`src/rtl/counter_pkg.sv`:
```
// rtl/counter_pkg.sv - shared constants and helpers for the up/down modulo counter
// Purpose : direction encodings, default parameter values and the load
//           saturation helper used by tt_um_updown_counter_param.
// Ports   : none (package)
// Macro   : none referenced here (see COUNTER_PRESCALE_EN in the top)
package counter_pkg;

    localparam logic DIR_UP = 1'b1;
    localparam logic DIR_DN = 1'b0;

    localparam int DEF_WIDTH      = 8;
    localparam int DEF_MODULUS    = 256;
    localparam int DEF_PRESCALE_W = 4;

    // Wide enough for WIDTH up to 16 and MODULUS up to 2**16.
    localparam int SAT_W = 17;

    // Clamp a load value into the legal count range 0..modulus-1.
    function automatic logic [SAT_W-1:0] sat_load(input logic [SAT_W-1:0] val,
                                                  input logic [SAT_W-1:0] modulus);
        return (val >= modulus) ? (modulus - SAT_W'(1)) : val;
    endfunction

endpackage

```
`src/rtl/counter_prescaler.sv`:
```
// rtl/counter_prescaler.sv - step-rate prescaler for the up/down counter
// Purpose : produces tick once every div+1 enabled cycles.
// Ports   : clk, rst_n (async active-low), en (advance), restart (zero the
//           count, wins over en), div (divisor-1) -> tick (combinational).
module counter_prescaler #(
    parameter int PRESCALE_W = 4
) (
    input  logic                  clk,
    input  logic                  rst_n,
    input  logic                  en,
    input  logic                  restart,
    input  logic [PRESCALE_W-1:0] div,
    output logic                  tick
);

    logic [PRESCALE_W-1:0] presc_cnt;
    logic [PRESCALE_W-1:0] presc_next;

    assign tick = (presc_cnt == div);

    always_comb begin
        presc_next = presc_cnt;
        if (restart) begin
            presc_next = '0;
        end else if (en) begin
            presc_next = tick ? '0 : (presc_cnt + PRESCALE_W'(1));
        end
    end

    always_ff @(posedge clk or negedge rst_n) begin
        if (!rst_n) begin
            presc_cnt <= '0;
        end else begin
            presc_cnt <= presc_next;
        end
    end

endmodule

```
`src/rtl/tt_um_updown_counter_param.sv`:
```
// rtl/tt_um_updown_counter_param.sv - parametrised up/down modulo-N counter
// Purpose : modulo-MODULUS up/down counter with enable, synchronous clear,
//           saturating parallel load, terminal-count pulse, sticky wrap flag
//           and compare-match output.
// Macro   : COUNTER_PRESCALE_EN adds the presc_div port and a prescaler that
//           limits steps to one every presc_div+1 enabled cycles.
// Ports   : clk, rst_n (async active-low), ena (power-good, freezes state),
//           en, up_dn (1=up), clear, load, load_val, cmp_val,
//           presc_div (macro only) -> count, tc, wrap_flag, match.
module tt_um_updown_counter_param
    import counter_pkg::*;
#(
    parameter int WIDTH      = DEF_WIDTH,
    parameter int MODULUS    = DEF_MODULUS,
    parameter int PRESCALE_W = DEF_PRESCALE_W
) (
    input  logic                  clk,
    input  logic                  rst_n,
    input  logic                  ena,
    input  logic                  en,
    input  logic                  up_dn,
    input  logic                  clear,
    input  logic                  load,
    input  logic [WIDTH-1:0]      load_val,
    input  logic [WIDTH-1:0]      cmp_val,
`ifdef COUNTER_PRESCALE_EN
    input  logic [PRESCALE_W-1:0] presc_div,
`endif
    output logic [WIDTH-1:0]      count,
    output logic                  tc,
    output logic                  wrap_flag,
    output logic                  match
);

    // One extra bit so the +1/-1 arithmetic never silently rolls over at 2**WIDTH.
    localparam logic [WIDTH:0] MAX = (WIDTH+1)'(MODULUS - 1);
    localparam logic [WIDTH:0] ONE = {{WIDTH{1'b0}}, 1'b1};

    logic             tick;
    logic [WIDTH:0]   count_ext;
    logic [WIDTH-1:0] count_next;
    logic             tc_next;
    logic             wrap_next;

`ifdef COUNTER_PRESCALE_EN
    counter_prescaler #(
        .PRESCALE_W (PRESCALE_W)
    ) u_prescaler (
        .clk     (clk),
        .rst_n   (rst_n),
        .en      (en && ena),
        .restart (ena && (clear || load)),
        .div     (presc_div),
        .tick    (tick)
    );
`else
    logic [PRESCALE_W-1:0] unused_presc_w;
    assign unused_presc_w = '0;
    assign tick           = 1'b1;
`endif

    assign count_ext = {1'b0, count};
    assign match     = (count == cmp_val);

    // tc defaults low so it is a single-cycle pulse and stays low on stalls.
    always_comb begin
        count_next = count;
        tc_next    = 1'b0;
        wrap_next  = wrap_flag;
        if (ena) begin
            if (clear) begin
                count_next = '0;
                wrap_next  = 1'b0;
            end else if (load) begin
                count_next = WIDTH'(sat_load(SAT_W'(load_val), SAT_W'(MODULUS)));
            end else if (en && tick) begin
                if (up_dn == DIR_UP) begin
                    if (count_ext == MAX) begin
                        count_next = '0;
                        tc_next    = 1'b1;
                        wrap_next  = 1'b1;
                    end else begin
                        count_next = WIDTH'(count_ext + ONE);
                    end
                end else begin
                    if (count_ext == '0) begin
                        count_next = WIDTH'(MAX);
                        tc_next    = 1'b1;
                        wrap_next  = 1'b1;
                    end else begin
                        count_next = WIDTH'(count_ext - ONE);
                    end
                end
            end
        end
    end

    always_ff @(posedge clk or negedge rst_n) begin
        if (!rst_n) begin
            count     <= '0;
            tc        <= 1'b0;
            wrap_flag <= 1'b0;
        end else begin
            count     <= count_next;
            tc        <= tc_next;
            wrap_flag <= wrap_next;
        end
    end

endmodule

```
`config.mk`:
```
export PLATFORM = sky130hd
export DESIGN_NAME = tt_um_updown_counter_param
export DESIGN_NICKNAME = d
export VERILOG_FILES = /design/src/rtl/counter_pkg.sv /design/src/rtl/counter_prescaler.sv /design/src/rtl/tt_um_updown_counter_param.sv
export SDC_FILE = /design/constraint.sdc
export NUM_CORES = 1
export LEC_CHECK = 0
export CAP_MARGIN = 20
export CELL_PAD_IN_SITES_DETAIL_PLACEMENT = 0
export CELL_PAD_IN_SITES_GLOBAL_PLACEMENT = 2
export CORE_ASPECT_RATIO = 0.75
export CORE_MARGIN = 1.5
export CORE_UTILIZATION = 29
export CTS_CLUSTER_SIZE = 28
export DETAILED_ROUTE_END_ITERATION = 8
export PLACE_DENSITY_LB_ADDON = 0.12
export SLEW_MARGIN = 20
export SYNTH_ARGS = -nofsm -noshare
export SYNTH_HDL_FRONTEND = slang
export SYNTH_SLANG_ARGS = --single-unit
```
`constraint.sdc`:
```
create_clock -name clk -period 5.26 [get_ports clk]
set_input_delay 0.526 -clock clk [delete_from_list [all_inputs] [get_ports clk]]
set_output_delay 0.526 -clock clk [all_outputs]
set_load 0.02 [all_outputs]
```
After elaboration in Yosys (flattened, before gate mapping)
Cells that the tools add are included.
{ "totals": {"register_bits": 10, "in_bits": 23, "out_inout_bits": 11, "elab_cells": 34} }
{ "classes": {"add_sub_neg": 2, "eq_ne": 4, "n_mux": 19, "reduce_logical": 6} }
{ "op_table": {"columns": ["cell", "n"], "rows": [
  ["two-way mux 8 bit", 6],
  ["two-way mux 1 bit", 13],
  ["zero test 9 bit", 1],
  ["adder 8 x 1 -> 8 bit (second input constant)", 1],
  ["== test 8 bit", 1],
  ["== test 8 bit (second input constant)", 1],
  ["subtractor 8 x 1 -> 8 bit (second input constant)", 1],
  ["nonzero test 3 bit", 2],
  ["AND reduction 5 bit", 1],
  ["inequality test 3 x 1 -> 1 bit (second input constant)", 1],
  ["inequality test 2 bit (second input constant)", 1],
  ["AND reduction 2 bit", 1],
  ["nonzero test 2 bit", 1]
]} }

Longest topological paths before layout
{ "logic_depth": {"ltp_word": 7, "ltp_mapped": 8, "ltp_nobuf": 6} }

Worst setup path after synthesis
Ideal clock, no wire load.
{ "synth_timing": {"path_kind": "reg2reg", "start": "register count[0]", "end": "register count[3]", "setup_ns": 0.121, "t_arrival_ns": 1.793, "required_ns": 5.139, "path_slack_ns": 3.346, "path_stages_with_launch": 9, "n_path_buf": 2, "synth_period_minus_slack_ns": 1.914, "path_cell_list": "dfrtp_1 > buf_4 > inv_1 > ha_1 > or3b_1 > clkbuf_1 > nor3_2 > a2111o_1 > a22o_1"} }
{ "synth_between": {"elab_chain_len": 6, "elab_cells_between_ends": 10, "cone_classes": "2 x add/sub; 1 x eq/ne; 6 x mux; 1 x reduce/logical"} }
{ "synth_rtl": {"columns": ["element", "line", "rtl"], "rows": [
  ["start, declared", "tt_um_updown_counter_param.sv:29", "output logic [WIDTH-1:0] count,"],
  ["start signal, assigned", "tt_um_updown_counter_param.sv:104", "count <= count_next;"],
  ["subtractor 8 x 1 -> 8 bit (tied with other cells)", "tt_um_updown_counter_param.sv:91", "count_next = WIDTH'(count_ext - ONE);"],
  ["two-way mux 8 bit, on equally long branches", "tt_um_updown_counter_param.sv:86, tt_um_updown_counter_param.sv:78", null],
  ["two-way mux 8 bit (*)", "tt_um_updown_counter_param.sv:77", "if (up_dn == DIR_UP) begin"],
  ["two-way mux 8 bit (*)", "tt_um_updown_counter_param.sv:76", "end else if (en && tick) begin"],
  ["two-way mux 8 bit (*)", "tt_um_updown_counter_param.sv:74", "end else if (load) begin"],
  ["two-way mux 8 bit (*)", "tt_um_updown_counter_param.sv:71", "if (clear) begin"]
]} }
Mark *: on every way between the ends. The rest lies on a longest branch, timed or not. The select of a mux whose other input is x is not followed.
A chain may end at the register's enable or synchronous reset.

Worst setup path in the final report
{ "layout_timing": {"start": "register count[2]", "end": "output port match"} }
{ "layout_between": {"elab_chain_len": 1} }
{ "layout_rtl": {"columns": ["element", "line", "rtl"], "rows": [
  ["== test 8 bit", "tt_um_updown_counter_param.sv:63", "assign match = (count == cmp_val);"],
  ["end, declared", "tt_um_updown_counter_param.sv:32", "output logic match"]
]} }
Every way passes these cells.

==> impl_results.md <==
- Status: finished, final reports clean
- Unique masters post-synth: 50
- TNS Setup: 0 ps
- Final instance count without filler cells: 212
- Inserted Diodes: 0
- Initial core utilization: 0.3063
- Max_cap viols: 0
- Final hold violations: 0
- Grt ovf: 0
- Max Slew Vio Count: 0
- Top post-synthesis cells by count: dfrtp_1 (10), nand2_1 (10), xnor2_1 (10), inv_1 (9), nor2_1 (8)
- Synth area leaders: dfrtp_1 (22%), xnor2_1 (7.8%), buf_6 (5.0%)
- Drt via density: 5.415
- Clock Skew: 7.727 ps
- Initial antenna violation count: 0
- Post-route setup slack: 2733 ps
- Clock Pin Slew Worst Setup and Hold Paths: 60 ps
- P_leak: roughly 0.00054 uW
- Routed WL per cell: 16.46 microns
- Die width: 75.04 microns
- 1st-pass router iterations: 4
- Worst setup path startpoint: count[2]
- Worst-Margin Slew: 725.7 ps
- Die area: roughly 4300 sq um
- CP max-delay cell: dfrtp_1
- Area of all placed cells without fillers: 1483 sq um
- Number of synthesized flops with an enable pin: 0
- CP required: 4730 ps
- Clock sink total: 10
- Fraction of registers with async set/reset: 1.000
- Max-slew headroom: 0.5133
- CTS tree: built
- CTS Buf Count: 3
- RSZ-0062 raised after global routing: false
- Critical-path cell list: xnor2_1, nand4_1, nor2_1, clkdlybuf4s50_1
- Die Span Y: about 57 microns
- Starting DRT DRC Count: 56
- # resized after CTS: 0
- Antenna Nets Post-Route: 0
- Worst reg2reg startpoint: count[1]
- H-tree depth: 1
- Cells after Synth: approximately 130
- Syn_nets: 160
- Final period util: 0.4803
- Mapped Avg Cell Area: 8.422 sq um
- Bufs on Longest Clock Path: 2
- VDD IR-drop max: 0.0001201 V
- Critical path arrival: 2000 ps
- Post-synthesis sequential area ratio: 0.2217
- Synth Register Bits: 10
- Port buffer count: 33
- Worst Setup End Kind: output port
- Worst path top cell family by delay: flip-flops
- Final WL: 3.489 mm
- Power Dens Cells: 239.6 nW/um^2
- Slowest stage delay, CP: 750 ps
- CTS hold repair buffers: 0
- Util after Layout: 0.4024
- Fraction of layout cells with a size suffix above 1: 0.09375
- DR DRC count: 0
- Area added between synthesis and finish: 31.37%
- Fmax: 0.3958 GHz
- First-pass GRT wire length: 5.589 mm
- Nets: 187
- Vias in the first global route: 1065
- Core box area: 3685 sq um
- Final Wtd Congestion: 0.8084
- DP Area: 1423 sq um
- Pin count of the biggest net entering global routing: 15
- Crit path kind: flop to output port
- Setup Viol. Count Final: 0
- Post-Place Worst Slack: 2639 ps
- Global Route Usage Sum: 0.1757
- Post-synth top area cell: dfrtp_1
- Dpl hpwl: 2.558 mm
- Post-synth top area share: 0.2217
- Max FO, Critical Path: 14
- Clock Latency Late Sink: roughly 250 ps
- Min-delay worst type: flop to flop
- Hold Crit Start: wrap_flag
- Clock root buffer: clkbuf_8
- Critical Path Source Type: flop
- Ys Warns: 0
- Final worst path period need: 2527 ps
- Placed cells: 208
- Cell area after synthesis: 1129 sq um
- Via count: 1148
- WP buf/inv: 1
- FP Rows: 19
- Top FF cell, synth: dfrtp_1
- Setup Fix Bufs, Post-CTS: 0
- IO Pins: 34
## sequential cells by signal, indices dropped and copies added (netlist names)
| register | cells |
|---|---|
| tc | 1 |
| wrap_flag | 1 |
| count | 8 |
## area by class of cell
type	instances	area [sq um]
flip-flops and latches	10	250.2
fillers	399	2202
clock buffers	4	55.05
well taps	52	65.06
repair buffers	33	330.3
multi-input cells	104	748.2
inverters	9	33.78
## layout by cell type (no fill, tap or decap), drive strengths merged, types with 2 or more instances in the layout
cell	Yosys	routed
nor2b	2	2
o31ai	3	3
o221ai	2	2
nand2	10	10
nor3	4	4
or4	2	2
o21ai	6	6
nand4b	2	2
and3	3	3
a31oi	2	2
xnor2	10	10
mux2	2	2
o211ai	3	3
a22o	2	2
ha	3	3
inv	9	9
a21oi	6	6
nand4	4	4
o21a	2	2
nor2	8	8
dfrtp	10	10
clkdlybuf4s50	0	33
a211oi	2	2
nand3	8	8
clkbuf	2	4
a32oi	2	2
## path summary, 6_finish.rpt
path / endpoint / cells past startpoint / slack, ps
max: match / 4 / 2730
min: wrap_flag / 1 / 480
max reg2reg: count[0] / 5 / 3100
min reg2reg: wrap_flag / 1 / 480
max in group asynchronous: count[6] / 1 / 4300
min in group asynchronous: wrap_flag / 1 / 610
## cell families (layout without fill, tap and decap cells)
| family | Yosys count | count (layout) | share of synthesized area |
|---|---|---|---|
| AOI/OAI and AO/OA | 40 | 40 | 0.2572 |
| xor gates and xnor gates | 11 | 11 | 0.08536 |
| adders and majority gates | 3 | 3 | 0.03326 |
| buffers and inverters | 20 | 46 | 0.1197 |
| DFF | 10 | 10 | 0.2217 |
| muxes | 2 | 2 | 0.01995 |
| and+or+nand+nor | 48 | 48 | 0.2628 |
## power by group
part           internal, uW  switching, uW  total [uW]
Clock                  66.2           35.4         102
Combinational          71.7           65.8         137
Sequential             84.5           31.8         116
## per-stage QoR
stage	hold slack, ps	total power, uW
finish	480.4	355.3
CTS	482.8	356.0
global placement	456.8	255.2
floorplan	230.4	208.2
detailed placement	470.2	255.4
global route	507.1	376.5
## layer usage
| metal | track usage | routed length, microns |
|---|---|---|
| met1 | 0.2739 | 1744 |
| met5 | 0 | 0 |
| met3 | 0.03357 | 167 |
| met2 | 0.2516 | 1551 |
| met4 | 0.03117 | 25 |
Power figures use the tool's default switching activity.
